==> src/rtl/frame_serializer_if.sv <==
// Frame-in / word-out handshake bundle for frame_serializer.
// master drives frames and consumes words; slave is the serializer.
interface frame_serializer_if #(
   parameter int count = 4,
   parameter int width = 8
);
   logic                     in_valid;
   logic                     in_ready;
   logic [count*width-1:0]   in_data;
   logic                     out_valid;
   logic                     out_ready;
   logic [width-1:0]         out_data;
   logic                     out_last;
   logic                     busy;

   modport master (
      output in_valid, in_data, out_ready,
      input  in_ready, out_valid, out_data, out_last, busy
   );

   modport slave (
      input  in_valid, in_data, out_ready,
      output in_ready, out_valid, out_data, out_last, busy
   );
endinterface

==> src/rtl/frame_serializer.sv <==
// Splits a count-word frame into width-bit words, lowest first; first word 1 cycle after load.
// Stalls hold the word stable; next frame loads on the last-word transfer cycle (no bubble).
module frame_serializer #(
   parameter int count = 4,
   parameter int width = 8
) (
   input logic               clock,
   input logic               reset,
   frame_serializer_if.slave bus
);
   localparam int rw = (count > 1) ? $clog2(count) : 1;

   typedef enum logic {IDLE, SHIFT} state_t;

   state_t                 state_q, state_d;
   logic [rw-1:0]          remain_q, remain_d;
   logic [count*width-1:0] storage_q, storage_d;
   logic                   in_ready;
   logic                   out_valid;
   logic                   out_last;

   always_ff @(posedge clock or posedge reset) begin
      if (reset) begin
         state_q   <= IDLE;
         remain_q  <= '0;
         storage_q <= '0;
      end else begin
         state_q   <= state_d;
         remain_q  <= remain_d;
         storage_q <= storage_d;
      end
   end

   always_comb begin
      state_d   = state_q;
      remain_d  = remain_q;
      storage_d = storage_q;
      in_ready  = 1'b0;
      out_valid = 1'b0;
      out_last  = 1'b0;
      case (state_q)
         IDLE: begin
            in_ready = 1'b1;
            if (bus.in_valid) begin
               storage_d = bus.in_data;
               remain_d  = rw'(count - 1);
               state_d   = SHIFT;
            end
         end
         SHIFT: begin
            out_valid = 1'b1;
            out_last  = (remain_q == '0);
            if (bus.out_ready) begin
               if (!out_last) begin
                  storage_d = storage_q >> width;
                  remain_d  = remain_q - rw'(1);
               end else begin
                  // Last word leaving: reload in the same cycle to keep the stream gapless.
                  in_ready = 1'b1;
                  if (bus.in_valid) begin
                     storage_d = bus.in_data;
                     remain_d  = rw'(count - 1);
                  end else begin
                     state_d = IDLE;
                  end
               end
            end
         end
         default: state_d = IDLE;
      endcase
   end

   assign bus.in_ready  = in_ready;
   assign bus.out_valid = out_valid;
   assign bus.out_last  = out_last;
   assign bus.out_data  = storage_q[width-1:0];
   assign bus.busy      = out_valid;
endmodule

==> src/flat_wrapper.sv <==
// flat-port wrapper written by rule: the top's interface ports become plain ports
module frame_serializer_flat 
#(
   parameter int count = 4,
   parameter int width = 8
)
  (clock, reset, bus_in_valid, bus_in_data, bus_out_ready, bus_in_ready, bus_out_valid, bus_out_data, bus_out_last, bus_busy);
  frame_serializer_if #(.count(count), .width(width)) bus_i ();
  input logic clock;
  input logic reset;
  input wire logic [$bits(bus_i.in_valid)-1:0] bus_in_valid;
  input wire logic [$bits(bus_i.in_data)-1:0] bus_in_data;
  input wire logic [$bits(bus_i.out_ready)-1:0] bus_out_ready;
  output wire logic [$bits(bus_i.in_ready)-1:0] bus_in_ready;
  output wire logic [$bits(bus_i.out_valid)-1:0] bus_out_valid;
  output wire logic [$bits(bus_i.out_data)-1:0] bus_out_data;
  output wire logic [$bits(bus_i.out_last)-1:0] bus_out_last;
  output wire logic [$bits(bus_i.busy)-1:0] bus_busy;
  assign bus_i.in_valid = bus_in_valid;
  assign bus_i.in_data = bus_in_data;
  assign bus_i.out_ready = bus_out_ready;
  assign bus_in_ready = bus_i.in_ready;
  assign bus_out_valid = bus_i.out_valid;
  assign bus_out_data = bus_i.out_data;
  assign bus_out_last = bus_i.out_last;
  assign bus_busy = bus_i.busy;
  frame_serializer #(.count(count), .width(width)) u_core (.clock(clock), .reset(reset), .bus(bus_i));
endmodule
==> config.mk <==
export PLATFORM = sky130hd
export DESIGN_NAME = frame_serializer_flat
export DESIGN_NICKNAME = d
export VERILOG_FILES = /design/src/rtl/frame_serializer_if.sv /design/src/rtl/frame_serializer.sv /design/src/flat_wrapper.sv
export SDC_FILE = /design/constraint.sdc
export NUM_CORES = 1
export LEC_CHECK = 0
export CAP_MARGIN = 20
export CORE_MARGIN = 2
export CORE_UTILIZATION = 49
export DETAILED_ROUTE_END_ITERATION = 8
export GPL_TIMING_DRIVEN = 0
export PLACE_DENSITY = 0.82
export SLEW_MARGIN = 30
export SYNTH_ARGS = -nofsm -noshare
export SYNTH_HDL_FRONTEND = slang
export SYNTH_SLANG_ARGS = --single-unit
==> constraint.sdc <==
create_clock -name clock -period 2.5 [get_ports clock]
set_clock_uncertainty 0.2 [all_clocks]
set_input_delay 0.75 -clock clock [delete_from_list [all_inputs] [get_ports clock]]
set_output_delay 0.75 -clock clock [all_outputs]
set_load 0.01 [all_outputs]
==> flow_summary_export.csv, run 1 <==
group,metric,value,unit
clocking,clkTransAtPathRegs,110,ps
setup_path,end_kind,"output pin",
setup_path,worst-path-buf-inv,2,
power,clkPwrFrac,16.9,%
setup_path,worstPathArrival,1500,ps
floorplan,rows,20,
power,p_int,1.761,mW
sta,finalCriticalPeriod,2452,ps
cells_and_area,utilization,73.35,%
synthesis,avgSynthCellArea,12.83,sq um
synthesis,synth.area.top_cells,"dfrtp_1, o221a_2, or2_2, buf_4, a22o_1",
placement,place.detailed.hpwl,2.558,mm
clocking,cts.htree.levels,2,
synthesis,synth_top_family_by_area,"compound AO/OA/AOI/OAI gates",
sta,timing.final.crit_share,98.09,%
cells_and_area,syn_to_final_growth,39.71,%
cells_and_area,drive_above_1_share,43.24,%
floorplan,dieHeight,61.66,um
setup_path,cp_max_fo,6,
floorplan,ios,48,
global_route,grt_overflow,0,
power,total_power,2.504,mW
sta,setup_ws,47.69,ps
power,p_switching,743.3,uW
route,wl_per_cell,15.20,um
synthesis,synthSimpleGateAreaFrac,11.44,%
synthesis,synth_cell_types,23,
global_route,grt_start_max_net_pins,36,
floorplan,die_area,0.003802,sq mm
cells_and_area,nets,220,
min_path,min_path_type,"register to register",
route,drc,0,
route,drt_iter0_markers,51,
sta,slew_headroom,52.40,%
power,p_leak,0.9403,nW
sta,report.final.slew_viol_count,0,
outcome,outcome,"completed",
power,power_density,1100,mW/mm^2
synthesis,synthXorXnorAreaFrac,0.5376,%
setup_path,crit_chain,"buf_2 > nor3b_4 > nand2b_4 > clkdlybuf4s15_2",
synthesis,post-synth-top-area-cell,"dfrtp_1",
clocking,cts_buffers,5,
clocking,clk_latency,340,ps
synthesis,synthMuxAreaShare,0,%
setup_path,cp_top_family,"simple AND/OR/NAND/NOR gates",
sta,rsz0062_at_grt,"no",
route,dr.pass1.iters,4,
route,ant_nets,0,
route,avgViaCountPerCell,5.371,
sta,tightest_slew,713.0,ps
placement,dp_slack,-788.6,ps
synthesis,synth-compound-area-share,25.96,%
global_route,grt_pass1_wl,5.395,mm
floorplan,die_w,61.66,um
floorplan,initial_core_util,52.50,%
synthesis,ys_ff_latch,35,
global_route,track_usage,19.78,%
setup_path,criticalPathCategory,"input pin to output pin",
synthesis,synth-warning-count,0,
placement,io_buffer_count,47,
synthesis,seq_area_frac_synth,53.76,%
clocking,postCtsHoldBufs,0,
clocking,clockBufferDepth,2,
synthesis,synthCells,127,
power,ir_drop,0.6587,mV
global_route,antenna_found_initial,0,
power,swShare,29.68,%
route,dr_total_vias,1230,
sta,setup_viol,0,
sta,fmax,407.8,MHz
global_route,first_global_vias,1208,
setup_path,cpPeakStageDelay,230,ps
synthesis,synth_nets,163,
clocking,cts-root-buf,"clkbuf_4",
synthesis,synth_fa_ha_area_share,0,%
route,wirelength,3.480,mm
clocking,cts_tree,"built",
power,sequentialPowerShare,38.5,%
setup_path,crit_required,1550,ps
cells_and_area,n_antenna_cell,0,
setup_path,start_kind,"input pin",
placement,routabilityCongestion,0.7436,
power,p_comb_share,44.5,%
clocking,clock_sinks,35,
synthesis,synth_top_cell_area_share,53.76,%
setup_path,crit_path_top_delay_cell,"nor3b_4",
synthesis,syn_area,0.001629,sq mm
job,cap_violations,0,
floorplan,coreArea,0.003103,sq mm
sta,hold_viol_final,0,
[placed cells by master (no fill, tap or decap), drive strengths merged, types with 2 or more instances in the layout]
cell type      instances
o21ai                  3
o21a                   2
clkbuf                 8
a22o                   8
o221a                 24
inv                    3
or2                   24
nand2b                 2
buf                   18
clkdlybuf4s50         43
dfrtp                 35
[logic make-up after synthesis]
logic type | Yosys count
XOR/XNOR | 1
AO/OA/AOI/OAI | 43
flip-flops | 35
buffers and inverters | 19
AND/OR/NAND/NOR | 29
[final timing paths]
kind / start / end / slack [ps] / cells past startpoint
max in group asynchronous: reset / u_core.state_q$_DFF_PP0_ / 960 / 2
hold / removal: u_core.storage_q[31]$_DFFE_PP0P_ / u_core.storage_q[31]$_DFFE_PP0P_ / 300 / 1
min in group asynchronous: reset / u_core.storage_q[26]$_DFFE_PP0P_ / 650 / 2
setup reg to reg: u_core.remain_q[0]$_DFFE_PP0P_ / u_core.storage_q[4]$_DFFE_PP0P_ / 630 / 7
hold reg to reg: u_core.storage_q[31]$_DFFE_PP0P_ / u_core.storage_q[31]$_DFFE_PP0P_ / 300 / 1
setup / recovery: bus_out_ready / bus_in_ready / 50 / 4
[synthesized netlist by cell type (all sizes together)]
library cell	n
a211oi	1
a21oi	1
a22o	8
a2bb2oi	1
buf	14
clkbuf	2
dfrtp	35
inv	3
nand2b	2
nor2b	1
nor3	1
nor3b	1
o211ai	1
o21a	2
o21ai	3
o221a	24
o22ai	1
o31ai	1
or2	24
xnor2	1
[cell type report]
| cell class | instances | area (sq um) |
|---|---|---|
| fill | 260 | 827.0 |
| clock inverter | 2 | 35.03 |
| buffer | 16 | 123.9 |
| tap | 44 | 55.05 |
| inverter | 3 | 11.26 |
| clock buffer | 6 | 51.30 |
| sequential | 35 | 877.1 |
| multi-input combinational | 73 | 631.9 |
| timing repair buffer | 50 | 490.5 |
[sequential cells by signal (all words and copies together) (netlist names)]
signal,count
u_core.storage_q,32
u_core.remain_q,2
u_core.state_q,1
[worst register-to-register path, stage by stage (launching register included)]
cell     delay [ps]
dfrtp_1         390
buf_6           140
nor3b_4         220
buf_4           140
buf_4           110
o21ai_2          90
buf_4           200
o221a_2         270
[per-stage QoR]
stage	area [sq um]	hold slack, ps	std cells	TNS (ps)
2_1_floorplan	1629	258.6	127	0
3_3_place_gp	2155	277.8	218	-801.2
3_5_place_dp	2155	276.7	218	-2333
4_1_cts	2265	311.4	228	-34.61
5_1_grt	2276	334.5	229	0
6_report	2276	300.8	229	0
[per-layer routing]
metal | part of all wire [%] | global-route usage, % | vias up | routed length, um
met5 | 0 | 0 | - | 0
met4 | 0.83 | 7.599 | 0 | 29
met3 | 7.0 | 4.412 | 3 | 244
met2 | 51 | 35.34 | 44 | 1772
met1 | 41 | 22.97 | 591 | 1433
li1 | - | - | 592 | -
[power groups by stage]
| stage | Combinational (mW) | Sequential (mW) | Clock (mW) |
|---|---|---|---|
| after floorplan | 0.766 | 0.930 | 0 |
| after global placement | 1.06 | 0.962 | 0 |
| after detailed placement | 1.09 | 0.983 | 0 |
| after CTS | 1.12 | 0.966 | 0.436 |
| after global routing | 1.21 | 0.993 | 0.460 |
| final | 1.11 | 0.965 | 0.424 |
[repair_timing]
action	in CTS	in global routing
gates resized for setup	9	3
pin swaps	0	0
setup buffers	2	1
gates cloned	0	0
setup endpoints to repair	2	2
Power figures use the tool's default switching activity.
==> run 2: changes to the inputs <==
--- a/config.mk
+++ b/config.mk
@@ -7,11 +7,13 @@
 export LEC_CHECK = 0
 export CAP_MARGIN = 20
 export CORE_MARGIN = 2
-export CORE_UTILIZATION = 49
+export CORE_UTILIZATION = 45
 export DETAILED_ROUTE_END_ITERATION = 8
 export GPL_TIMING_DRIVEN = 0
-export PLACE_DENSITY = 0.82
+export MAX_ROUTING_LAYER = met4
+export PLACE_DENSITY = 0.77
 export SLEW_MARGIN = 30
 export SYNTH_ARGS = -nofsm -noshare
 export SYNTH_HDL_FRONTEND = slang
 export SYNTH_SLANG_ARGS = --single-unit
+export TNS_END_PERCENT = 1
==> flow_summary_export.csv, run 2 (synthesis gave the netlist of run 1 again) <==
group,metric,value,unit
outcome,outcome,"completed",
clocking,cts-root-buf,"clkbuf_4",
setup_path,r2r_slack,670,ps
power,p_leak,0.9181,nW
clocking,cts.htree.levels,2,
clocking,clockBufferDepth,2,
clocking,clock_sinks,35,
clocking,cts_tree,"built",
cells_and_area,nets,220,
setup_path,ff2ff_path_depth,5,
setup_path,start_kind,"register",
cells_and_area,final_cell_mix,"clkdlybuf4s50_1, dfrtp_1, or2_2, o221a_2, buf_4",
setup_path,criticalPathCategory,"register to output pin",
global_route,antenna_found_initial,0,
placement,io_buffer_count,47,
route,ant_nets,0,
sta,finalCriticalPeriod,2452,ps
placement,place_inst,220,
sta,slew_headroom,52.06,%
global_route,track_usage,18.11,%
cells_and_area,multi_input_area,631.9,sq um
sta,rsz0062_at_grt,"no",
floorplan,rows,21,
global_route,first_global_vias,1263,
cells_and_area,final_common_cell,"clkdlybuf4s50_1",
setup_path,reg2reg_to,"u_core.storage_q[31]$_DFFE_PP0P_",
cells_and_area,num-fill-cells,282,
sta,hold_ws,308.3,ps
min_path,min_path_type,"register to register",
setup_path,crit_start,"u_core.state_q$_DFF_PP0_",
sta,setup_viol,0,
sta,hold_viol_final,0,
global_route,grt_pass1_wl,5.602,mm
route,maxUsedRoutingLayer,"met4",
route,wl_met2,1.723,mm
floorplan,coreArea,0.003416,sq mm
clocking,postCtsHoldBufs,0,
sta,report.final.slew_viol_count,0,
route,drc,0,
clocking,cts_buffers,5,
cells_and_area,regArea,877.1,sq um
route,wirelength,3.419,mm
setup_path,crit_path_top_delay_cell,"clkdlybuf4s50_1",
power,power_density,1056,mW/mm^2
global_route,grt_start_max_net_pins,36,
floorplan,ios,48,
clocking,clk_latency,330,ps
setup_path,cp-endpoint,"bus_out_valid",
sta,tightest_slew,718.1,ps
power,ir_drop,0.5699,mV
global_route,grt_overflow,0,
setup_path,end_kind,"output pin",
route,dr.pass1.iters,4,
cells_and_area,n_antenna_cell,0,
setup_path,cpPeakStageDelay,470,ps
floorplan,die_area,0.004117,sq mm
route,avgViaCountPerCell,5.199,
route,wl_met1,1.441,mm
job,cap_violations,0,
setup_path,crit_chain,"buf_4 > buf_4 > clkdlybuf4s50_1",
cells_and_area,final_cells,231,
floorplan,initial_core_util,47.69,%
sta,fmax,407.9,MHz
route,dr_total_vias,1201,
cells_and_area,drive_above_1_share,42.16,%
setup_path,r2r-start,"u_core.state_q$_DFF_PP0_",
cells_and_area,largestRegisters,"u_core.storage_q x32, u_core.remain_q x2, u_core.state_q x1",
cells_and_area,top_register,"u_core.storage_q",
placement,routabilityCongestion,0.7902,
cells_and_area,syn_to_final_growth,37.48,%
route,route.met3.wl,200,um
setup_path,crit_required,1550,ps
setup_path,cp_max_fo,4,
cells_and_area,largest_reg_flops,32,
floorplan,dieHeight,64.17,um
sta,timing.final.crit_share,98.07,%
clocking,clkTransAtPathRegs,100,ps
route,drt_iter0_markers,44,
route,wl_per_cell,14.80,um
power,total_power,2.365,mW
setup_path,worstPathArrival,1500,ps
setup_path,crit_top_cell,"buf_4",
floorplan,die_w,64.17,um
-- run 2: what timing repair did --
action                                  CTS  global route
resized for setup                         9             2
endpoints found under the setup margin    2             1
pin swaps                                 0             0
hold endpoints to repair                  0             0
setup buffers                             3             0
-- run 2: final cells by class --
cell class | count | area share [%]
flip-flops and latches | 35 | 39.16
well taps | 46 | 2.570
clock buffers | 7 | 2.011
clock inverters | 1 | 0.2235
plain buffers | 16 | 5.531
inverters | 3 | 0.5028
repair buffers | 50 | 21.79
multi-input cells | 73 | 28.21
-- run 2: worst min path at each step --
stage                                             endpoint                        startpoint  cells past startpoint  slack, ps
after floorplan           u_core.storage_q[24]$_DFFE_PP0P_  u_core.storage_q[24]$_DFFE_PP0P_                      1        260
after global placement    u_core.storage_q[27]$_DFFE_PP0P_  u_core.storage_q[27]$_DFFE_PP0P_                      1        280
after detailed placement  u_core.storage_q[28]$_DFFE_PP0P_  u_core.storage_q[28]$_DFFE_PP0P_                      1        280
after CTS                 u_core.storage_q[30]$_DFFE_PP0P_  u_core.storage_q[30]$_DFFE_PP0P_                      1        310
after global routing      u_core.storage_q[27]$_DFFE_PP0P_  u_core.storage_q[27]$_DFFE_PP0P_                      1        320
final                     u_core.storage_q[30]$_DFFE_PP0P_  u_core.storage_q[30]$_DFFE_PP0P_                      1        310
-- run 2: critical path: cells and delay by family, from the launching register on --
kind / cells / cell delay, ps
buffers and inverters: 3 / 740
DFF: 1 / 430
-- run 2: metrics by stage --
stage	setup TNS [ps]	util (%)	cell area [sq um]	setup slack, ps
2_1_floorplan	0	-	1629	407.3
3_3_place_gp	-932.0	63.15	2157	-745.1
3_5_place_dp	-1932	63.15	2157	-766.3
4_1_cts	-31.13	65.53	2238	-31.13
5_1_grt	0	65.57	2240	3.751
6_report	0	65.57	2240	48.29
-- run 2: where the power goes --
part	switching, mW	internal (mW)	leakage [nW]	total, mW
Combinational	0.409	0.707	0.484	1.12
Clock	0.174	0.110	0.0293	0.284
Sequential	0.147	0.818	0.405	0.965
-- run 2: metal layers --
metal	global-route usage (%)	up-vias
li1	-	585
met1	19.61	569
met2	31.64	40
met3	4.401	7
met4	7.713	0
met5	-	-
==> run 3: changes to the inputs <==
--- a/config.mk
+++ b/config.mk
@@ -12,8 +12,8 @@
 export GPL_TIMING_DRIVEN = 0
 export MAX_ROUTING_LAYER = met4
 export PLACE_DENSITY = 0.77
+export RECOVER_POWER = 100
 export SLEW_MARGIN = 30
 export SYNTH_ARGS = -nofsm -noshare
 export SYNTH_HDL_FRONTEND = slang
 export SYNTH_SLANG_ARGS = --single-unit
-export TNS_END_PERCENT = 1
==> flow_summary_export.csv, run 3 (synthesis gave the netlist of run 1 again) <==
group,metric,value,unit
outcome,outcome,"completed",
route,dr.pass1.iters,4,
clocking,clkTransAtPathRegs,100,ps
cells_and_area,nets,220,
setup_path,crit_start,"bus_out_ready",
setup_path,end_kind,"output pin",
power,power_density,1046,mW/mm^2
cells_and_area,syn_to_final_growth,37.10,%
sta,setup_viol,0,
clocking,cts.htree.levels,2,
floorplan,initial_core_util,47.69,%
cells_and_area,final_cell_mix,"clkdlybuf4s50_1, dfrtp_1, or2_2, o221a_2, buf_4",
placement,placed_area,0.002157,sq mm
sta,rsz0062_at_grt,"no",
setup_path,cp_max_fo,6,
cells_and_area,largestRegisters,"u_core.storage_q x32, u_core.remain_q x2, u_core.state_q x1",
sta,fmax,408.9,MHz
route,wl_per_cell,14.83,um
route,drt_iter0_markers,34,
setup_path,crit_chain,"buf_2 > nor3b_4 > nand2b_4 > clkdlybuf4s15_2",
cells_and_area,multi_input_area,625.6,sq um
job,cap_violations,0,
clocking,cts_tree,"built",
route,wirelength,3.426,mm
cells_and_area,regArea,877.1,sq um
setup_path,r2r-start,"u_core.state_q$_DFF_PP0_",
floorplan,ios,48,
route,ant_nets,0,
sta,setup_tns,0,ps
global_route,grt_overflow,0,
cells_and_area,n_antenna_cell,0,
global_route,track_usage,18.11,%
global_route,first_global_vias,1263,
global_route,grt_pass1_wl,5.602,mm
sta,hold_viol_final,0,
sta,slew_headroom,12.98,%
min_path,min_path_type,"register to register",
cells_and_area,final_common_cell,"clkdlybuf4s50_1",
floorplan,die_area,0.004117,sq mm
sta,finalCriticalPeriod,2445,ps
sta,report.final.slew_viol_count,0,
cells_and_area,num-fill-cells,284,
setup_path,crit_path_top_delay_cell,"nor3b_4",
route,avgViaCountPerCell,5.242,
setup_path,cpPeakStageDelay,230,ps
power,ir_drop,0.5685,mV
setup_path,start_kind,"input pin",
setup_path,crit_required,1550,ps
setup_path,criticalPathCategory,"input pin to output pin",
clocking,clockBufferDepth,2,
route,drc,0,
floorplan,die_w,64.17,um
floorplan,rows,21,
clocking,clk_latency,330,ps
cells_and_area,top_register,"u_core.storage_q",
power,p_leak,0.9108,nW
global_route,antenna_found_initial,0,
sta,tightest_slew,1304,ps
cells_and_area,largest_reg_flops,32,
placement,routabilityCongestion,0.7902,
clocking,cts_buffers,5,
clocking,cts-root-buf,"clkbuf_4",
clocking,clock_sinks,35,
cells_and_area,drive_above_1_share,41.08,%
cells_and_area,final_cell_area,0.002233,sq mm
floorplan,coreArea,0.003416,sq mm
sta,hold_ws,308.0,ps
global_route,grt_start_max_net_pins,36,
floorplan,dieHeight,64.17,um
sta,timing.final.crit_share,97.82,%
min_path,hp-start,"u_core.storage_q[30]$_DFFE_PP0P_",
route,dr_total_vias,1211,
placement,io_buffer_count,47,
setup_path,worstPathArrival,1500,ps
-- run 3: cell types whose count changed in the layout (fill, tap and decap cells not counted) --
cell	change
inv_2	-1
inv_1	+1
a2bb2oi_2	-1
clkdlybuf4s50_1	-9
a2bb2oi_1	+1
dlygate4sd3_1	+9
-- run 3: power by group --
group,switching (mW),internal (mW),total (mW)
registers,0.147,0.818,0.965
logic,0.405,0.682,1.09
clock network,0.174,0.110,0.283
total,0.726,1.61,2.34
-- run 3: per-stage QoR --
step	setup slack (ps)	util [%]	cells	power [mW]
3_5_place_dp	-766.3	63.15	220	2.076
4_1_cts	-31.13	65.53	231	2.385
2_1_floorplan	407.3	-	127	1.696
3_3_place_gp	-745.1	63.15	220	2.017
5_1_grt	3.751	65.38	231	2.496
6_report	54.62	65.38	231	2.335
-- run 3: final timing paths --
| kind | slack, ps | to | cells after the start |
|---|---|---|---|
| setup / recovery | 50 | bus_in_ready | 4 |
| hold / removal | 310 | u_core.storage_q[30]$_DFFE_PP0P_ | 1 |
| setup reg to reg | 460 | u_core.storage_q[1]$_DFFE_PP0P_ | 6 |
| hold reg to reg | 310 | u_core.storage_q[30]$_DFFE_PP0P_ | 1 |
| max in group asynchronous | 380 | u_core.state_q$_DFF_PP0_ | 2 |
| min in group asynchronous | 870 | u_core.storage_q[27]$_DFFE_PP0P_ | 2 |
-- run 3: repair_timing --
item,4_1_cts,5_1_grt
endpoints found under the setup margin,2,1
resized for setup,9,2
setup buffers,3,0
hold buffers,0,0
hold endpoints to repair,0,0
-- run 3: final cells by class --
| type | instances | area share [%] |
|---|---|---|
| flip-flops and latches | 35 | 39.27 |
| multi-input cells | 73 | 28.01 |
| repair buffers | 50 | 21.85 |
| plain buffers | 16 | 5.546 |
| well taps | 46 | 2.577 |
| clock buffers | 7 | 2.017 |
| inverters | 3 | 0.5042 |
| clock inverters | 1 | 0.2241 |
-- run 3: critical path, delay by kind of cell --
family	cells	cell delay [ps]
AND/OR/NAND/NOR	2	390
buffers and inverters	2	360
-- run 3: metal layers --
metal	vias to the layer above	global-route usage, %	wire, um
met1	570	19.61	1446
met2	47	31.64	1708
met4	0	7.713	53
met5	-	-	0
li1	587	-	-
met3	7	4.401	218
==> edit 1, RTL diff (flow settings as in run 3) <==
`width` is set to 8 in 3 places; all go to 9.
--- a/src/rtl/frame_serializer_if.sv
+++ b/src/rtl/frame_serializer_if.sv
@@ -2,7 +2,7 @@
 // master drives frames and consumes words; slave is the serializer.
 interface frame_serializer_if #(
    parameter int count = 4,
-   parameter int width = 8
+   parameter int width = 9
 );
    logic                     in_valid;
    logic                     in_ready;
--- a/src/rtl/frame_serializer.sv
+++ b/src/rtl/frame_serializer.sv
@@ -2,7 +2,7 @@
 // Stalls hold the word stable; next frame loads on the last-word transfer cycle (no bubble).
 module frame_serializer #(
    parameter int count = 4,
-   parameter int width = 8
+   parameter int width = 9
 ) (
    input logic               clock,
    input logic               reset,
--- a/src/flat_wrapper.sv
+++ b/src/flat_wrapper.sv
@@ -2,7 +2,7 @@
 module frame_serializer_flat 
 #(
    parameter int count = 4,
-   parameter int width = 8
+   parameter int width = 9
 )
   (clock, reset, bus_in_valid, bus_in_data, bus_out_ready, bus_in_ready, bus_out_valid, bus_out_data, bus_out_last, bus_busy);
   frame_serializer_if #(.count(count), .width(width)) bus_i ();
Interface: changed (resized bus_in_data and bus_out_data); port bits go from 48 to 53. No check against the original RTL was run, so the function may have changed too.
==> edit 1 against run 3 <==
- design area up 14%
- core utilization fell by 2.7 points
- routed wire length up 33%
- largest power group unchanged
- synthesized area increased by 18%
- synthesized cell count is 38% higher
- power grew 27%
- sequential cell count increased by 4
- first-iteration DRC count grew to 2.7 times the old value
- worst setup slack improved by 0.011 ns
- final cell count rose by 24%
==> edit 1: results (changes against run 3) <==
| Metric | Value |
|---|---|
| Status | `finished clean (unchanged)` |
| DR vias | `1682 (was 1211)` |
| Maximum VDD drop | `0.645 mV (was 0.568 mV)` |
| Critical-path top delay cell | `or3b_1 (was nor3b_4)` |
| Setup WS pre-CTS | `-0.766 ns (about the same)` |
| First-pass GRT wire length | `7830 um (was 5600 um)` |
| Syn_nets | `215 (was 163)` |
| Area post-placement | `0.00251 mm^2 (was 0.00216 mm^2)` |
| Clock Pin Slew Worst Setup and Hold Paths | `0.07 ns (was 0.10 ns)` |
| Vias in the first global route | `1632 (was 1263)` |
| Top cells by area, synth | `dfrtp_1 (51%), o2bb2ai_1 (12%), a31oi_1 (8.8%) (was dfrtp_1 (54%), o221a_2 (16%), or2_2 (9.2%))` |
| Share of layout cells above drive strength 1 | `0.140 (was 0.411)` |
| CTS Buf Count | `5 (unchanged)` |
| Total Routing Usage GR | `0.209 (was 0.181)` |
| Ys async rst share | `1.00 (unchanged)` |
| Hpwl dp | `between 3000 and 4000 um` |
| Post-synthesis cell type count | `22 (was 23)` |
| Max FO, Critical Path | `4 (was 6)` |
| CTS root buffer | `clkbuf_8 (was clkbuf_4)` |
| Most frequent cells after synthesis | `dfrtp_1 (39), a21oi_1 (27), a31oi_1 (27), o2bb2ai_1 (27), buf_4 (11) (was dfrtp_1 (35), or2_2 (24), o221a_2 (23))` |
| H-Tree Depth | `2 (unchanged)` |
| Pin count of the biggest net entering global routing | `28 (was 36)` |
| Worst-skew pair later-pin latency | `0.29 ns (was 0.33 ns)` |
| IO Port Bufs | `51 (was 47)` |
| RD Place Congestion | `0.845 (was 0.790)` |
| XOR/XNOR Fraction of Synth Area | `0 (was 0.00538)` |
| Largest regs | `u_core.storage_q: 36 flops, u_core.remain_q: 2 flops, u_core.state_q: 1 flops (was u_core.storage_q: 32 flops, u_core.remain_q: 2 flops, u_core.state_q: 1 flops)` |
| Initial drt markers | `92 (was 34)` |
| CP delay by family, top | `simple AND/OR/NAND/NOR gates (unchanged)` |
| WP data arrival | `1.48 ns (was 1.50 ns)` |
| NumNets Final | `275 (was 220)` |
| Synth Flop Type | `dfrtp_1 (unchanged)` |
| Synth Area in Compound Gates | `0.363 (was 0.260)` |
| Initial antenna violation count | `0 (unchanged)` |
| First-pass DRT Iterations | `4 (unchanged)` |
| Register area share after synthesis | `0.509 (was 0.538)` |
| Static Leak | `1.03 nW (was 0.911 nW)` |
| Filler cell count | `348 (was 284)` |
| Drt wl/cell | `15.9 um (was 14.8 um)` |
| Worst Tran Pin Value | `0.715 ns (was 1.30 ns)` |
| Largest stage delay, worst path | `0.40 ns (was 0.23 ns)` |
[edit 1: changes by cell type after synthesis, moves of 5 or more]
| cell | run 3 | this run |
|---|---|---|
| o2bb2ai_1 | 0 | 27 |
| clkbuf_1 | 2 | 7 |
| o221a_2 | 23 | 0 |
| a21oi_1 | 1 | 27 |
| buf_2 | 0 | 7 |
| a31oi_1 | 0 | 27 |
| or2_2 | 24 | 0 |
[edit 1: power breakdown]
part	switching, mW	total, mW	leakage, nW	internal, mW
clock	0.211	0.407	0.0422	0.196
sequential	0.196	1.13	0.465	0.932
combinational	0.707	1.42	0.524	0.716
total	1.11	2.96	1.03	1.84
[edit 1: repair_timing]
action | 4_1_cts | 5_1_grt
gates resized for setup | 10 | 1
endpoints found under the setup margin | 2 | 1
buffers inserted | 1 | 0
[edit 1: path summary, 6_finish.rpt]
| path | startpoint | endpoint | slack, ns | cells past startpoint |
|---|---|---|---|---|
| worst max-delay path | bus_out_ready | bus_in_ready | 0.07 | 4 |
| worst min-delay path | u_core.storage_q[7] | u_core.storage_q[7] | 0.29 | 1 |
| worst max register to register | u_core.state_q | u_core.storage_q[16] | 0.21 | 6 |
| worst min register to register | u_core.storage_q[7] | u_core.storage_q[7] | 0.29 | 1 |
| max in group asynchronous | reset | u_core.storage_q[11] | 0.38 | 3 |
| min in group asynchronous | reset | u_core.storage_q[3] | 0.72 | 2 |
[edit 1: worst reg2reg max path, stage by stage, from the launching register on]
cell and delay (ns):
dfrtp_1 0.40, buf_4 0.18, o21a_1 0.12, buf_6 0.14, o21ai_1 0.57, clkbuf_1 0.44, o2bb2ai_1 0.17
[edit 1: area by class of cell]
| type | count | area share |
|---|---|---|
| sequential | 39 | 0.383 |
| multi-input combinational | 106 | 0.291 |
| timing repair buffer | 53 | 0.201 |
| buffer | 29 | 0.0669 |
| clock buffer | 7 | 0.0300 |
| tap | 50 | 0.0246 |
| clock inverter | 1 | 0.00197 |
| inverter | 1 | 0.00147 |
[edit 1: per-layer routing]
metal	vias up	wire length (um)	GRT usage	share of wire
li1	791	-	-	-
met5	-	0	-	0
met2	65	2140	0.317	0.47
met1	818	2110	0.273	0.46
met4	0	58	0.0828	0.013
met3	8	248	0.0451	0.054
[edit 1: cells by family (layout without fill, tap and decap cells)]
group,after synthesis,after routing
flip-flops,39,39
buffers and inverters,30,91
AO/OA/AOI/OAI,97,97
AND/OR/NAND/NOR,9,9
[edit 1: stage by stage]
stage	cells	hold WS [ns]	setup TNS (ns)	utilization
2_1_floorplan	175	0.256	0	-
5_1_grt	286	0.307	0	0.627
3_5_place_dp	277	0.275	-0.766	0.619
4_1_cts	286	0.297	0	0.641
3_3_place_gp	276	0.274	-7.68	0.614
6_report	286	0.290	0	0.627
==> edit 2, RTL diff (flow settings as in run 3) <==
Without the edit above. Make the reset (`reset`) synchronous in one clocked block.
--- a/src/rtl/frame_serializer.sv
+++ b/src/rtl/frame_serializer.sv
@@ -19,7 +19,7 @@
    logic                   out_valid;
    logic                   out_last;
 
-   always_ff @(posedge clock or posedge reset) begin
+   always_ff @(posedge clock) begin
       if (reset) begin
          state_q   <= IDLE;
          remain_q  <= '0;
Formal check against the unedited RTL: differs if reset is asserted again (counterexample within 4 cycles, from zero or initial values and one cycle with reset high); with reset held inactive, the same outputs for 10 cycles.
==> edit 2 against run 3 <==
- synthesized area grew 1.3%
- routed wire length grew 10%
- sequential cell count is the same
- worst setup slack lost 0.016 ns
- count of clock-buffer cells in the layout grew 1
- design area grew 2.1%
- critical path depth is the same
- critical path type unchanged
- critical endpoint unchanged
Power is not compared: it rests on default switching activity, and its combinational part moved more than twofold at a synthesized area within 25%.
==> edit 2: results (changes against run 3) <==
| Metric | Value |
|---|---|
| Status | `finished clean (unchanged)` |
| CP delay by family, top | `simple AND/OR/NAND/NOR gates (unchanged)` |
| Post-synth top area share | `0.425 (was 0.538)` |
| Hold WC Path Type | `flop to flop (unchanged)` |
| CTS root buffer | `clkbuf_8 (was clkbuf_4)` |
| Share of layout cells above drive strength 1 | `0.162 (was 0.411)` |
| Largest stage delay, worst path | `0.23 ns (about the same)` |
| YS warnings | `0 (unchanged)` |
| H-Tree Depth | `2 (unchanged)` |
| FF-to-FF path depth | `6 (unchanged)` |
| IO Port Bufs | `47 (unchanged)` |
| Register area share after synthesis | `0.425 (was 0.538)` |
| Maximum VDD drop | `0.369 mV` |
| First-pass DRT Iterations | `4 (unchanged)` |
| Largest regs | `u_core.storage_q: 32 flops, u_core.remain_q: 2 flops, u_core.state_q: 1 flops (unchanged)` |
| RR Endpoint | `u_core.storage_q[19] (was u_core.storage_q[1])` |
| Psw | `between 0.3 and 0.4 mW` |
| CTS max path bufs | `2 (unchanged)` |
| Max-slew headroom | `0.654 (was 0.130)` |
| Filler cell count | `329 (was 284)` |
| Most frequent cells after synthesis | `dfxtp_1 (35), nor2b_1 (32), a221o_1 (24) (was dfrtp_1 (35), or2_2 (24), o221a_2 (23))` |
| CP Capture Point | `bus_in_ready (unchanged)` |
| DRT Wirelength | `3770 um (was 3430 um)` |
| Via/cell ratio | `5.28 (was 5.24)` |
| WP data arrival | `between 1.5 and 2 ns` |
| Post-Layout Cell Count | `270 (was 231)` |
| Critical-path top delay cell | `nor3b_4 (unchanged)` |
| Ys async rst share | `0 (was 1.00)` |
| Post-synthesis cell type count | `26 (was 23)` |
| Worst-skew pair later-pin latency | `0.29 ns (was 0.33 ns)` |
| First-pass GRT wire length | `6130 um (was 5600 um)` |
| Syn_nets | `202 (was 163)` |
| Inserted Diodes | `0 (unchanged)` |
| Pin count of the biggest net entering global routing | `11 (was 36)` |
| Max FO, Critical Path | `6 (unchanged)` |
| Setup crit start | `bus_out_ready (unchanged)` |
| Post-Syn Instances | `166 (was 127)` |
| Final Max Tran Viols | `0 (unchanged)` |
| Vias in the first global route | `1406 (was 1263)` |
| Critical path type | `input pin to primary output (unchanged)` |
| Static Leak | `a little under 0.9 nW` |
| Initial drt markers | `50 (was 34)` |
| Reg2Reg Setup Slack | `0.50 ns (was 0.46 ns)` |
| CTS Buf Count | `5 (unchanged)` |
| Clock Pin Slew Worst Setup and Hold Paths | `0.07 ns (was 0.10 ns)` |
| Placed Cells | `261 (was 220)` |
| Hpwl dp | `~2900 um` |
| Total Routing Usage GR | `0.197 (was 0.181)` |
| Worst r2r src | `u_core.state_q (unchanged)` |
| RD Place Congestion | `0.773 (was 0.790)` |
| Top cells by area, synth | `dfxtp_1 (42%), a221o_1 (15%), nor2b_1 (12%) (was dfrtp_1 (54%), o221a_2 (16%), or2_2 (9.2%))` |
| Initial antenna violation count | `0 (unchanged)` |
-- edit 2: changes by cell type after synthesis, moves of 8 or more --
cell     before  now
dfxtp_1       0   35
a21oi_1       1   10
or2_2        24    0
a221o_1       0   24
a22o_1        8    0
nor2b_1       1   32
o221a_2      23    0
dfrtp_1      35    0
nor3b_1       0    8
-- edit 2: area by class of cell --
class                      count  area, um^2  area share
inverter                       3        11.3     0.00494
tap                           48        60.1      0.0263
clock buffer                   8         100      0.0439
multi-input combinational    106         795       0.349
sequential                    35         701       0.307
timing repair buffer          48         473       0.207
buffer                        22         140      0.0615
-- edit 2: cells by family after synthesis --
family / after synthesis / share of synthesized area
AOI/OAI and AO/OA: 57 / 0.273
and+or+nand+nor: 48 / 0.196
DFF: 35 / 0.425
buffers and inverters: 25 / 0.0986
muxes: 1 / 0.00834
-- edit 2: timing repair --
item,CTS,global route
gates resized for setup,9,2
hold buffers,0,0
endpoints found under the hold margin,0,0
buffers inserted,1,0
endpoints found under the setup margin,2,18
-- edit 2: how the worst min path moves through the flow --
stage / startpoint / end / slack [ns] / depth (start not counted)
after floorplan: u_core.storage_q[29] / u_core.storage_q[29] / 0.25 / 2
after global placement: u_core.storage_q[26] / u_core.storage_q[26] / 0.26 / 2
after detailed placement: u_core.storage_q[26] / u_core.storage_q[26] / 0.26 / 2
after CTS: u_core.storage_q[26] / u_core.storage_q[26] / 0.27 / 2
after global routing: u_core.storage_q[25] / u_core.storage_q[25] / 0.32 / 2
final: u_core.storage_q[26] / u_core.storage_q[26] / 0.28 / 2
-- edit 2: power by group through the flow --
stage	logic (mW)	clock network, mW	registers (mW)
2_1_floorplan	0.154	0	0.623
3_3_place_gp	0.264	0	0.625
3_5_place_dp	0.271	0	0.627
4_1_cts	0.276	0.456	0.614
5_1_grt	0.286	0.483	0.618
6_report	0.265	0.452	0.614
-- edit 2: metal layers --
metal | vias to the layer above | routed length (um) | track usage
met2 | 45 | 1890 | 0.354
li1 | 722 | - | -
met5 | - | 0 | -
met4 | 0 | 27 | 0.0638
met3 | 4 | 218 | 0.0451
met1 | 654 | 1640 | 0.214
-- edit 2: metrics by stage --
stage	setup WS (ns)	instance area, um^2
4_1_cts	0.0474	2290
3_3_place_gp	-0.924	2180
3_5_place_dp	-0.969	2180
5_1_grt	0.00844	2280
6_report	0.0384	2280
2_1_floorplan	0.289	1650
-- edit 2: worst reg2reg max path, stage by stage, from the launching register on --
cell      delay, ns
dfxtp_1        0.36
clkbuf_4       0.22
mux2i_2        0.46
or2_0          0.20
buf_6          0.13
buf_2          0.21
a221o_1        0.17
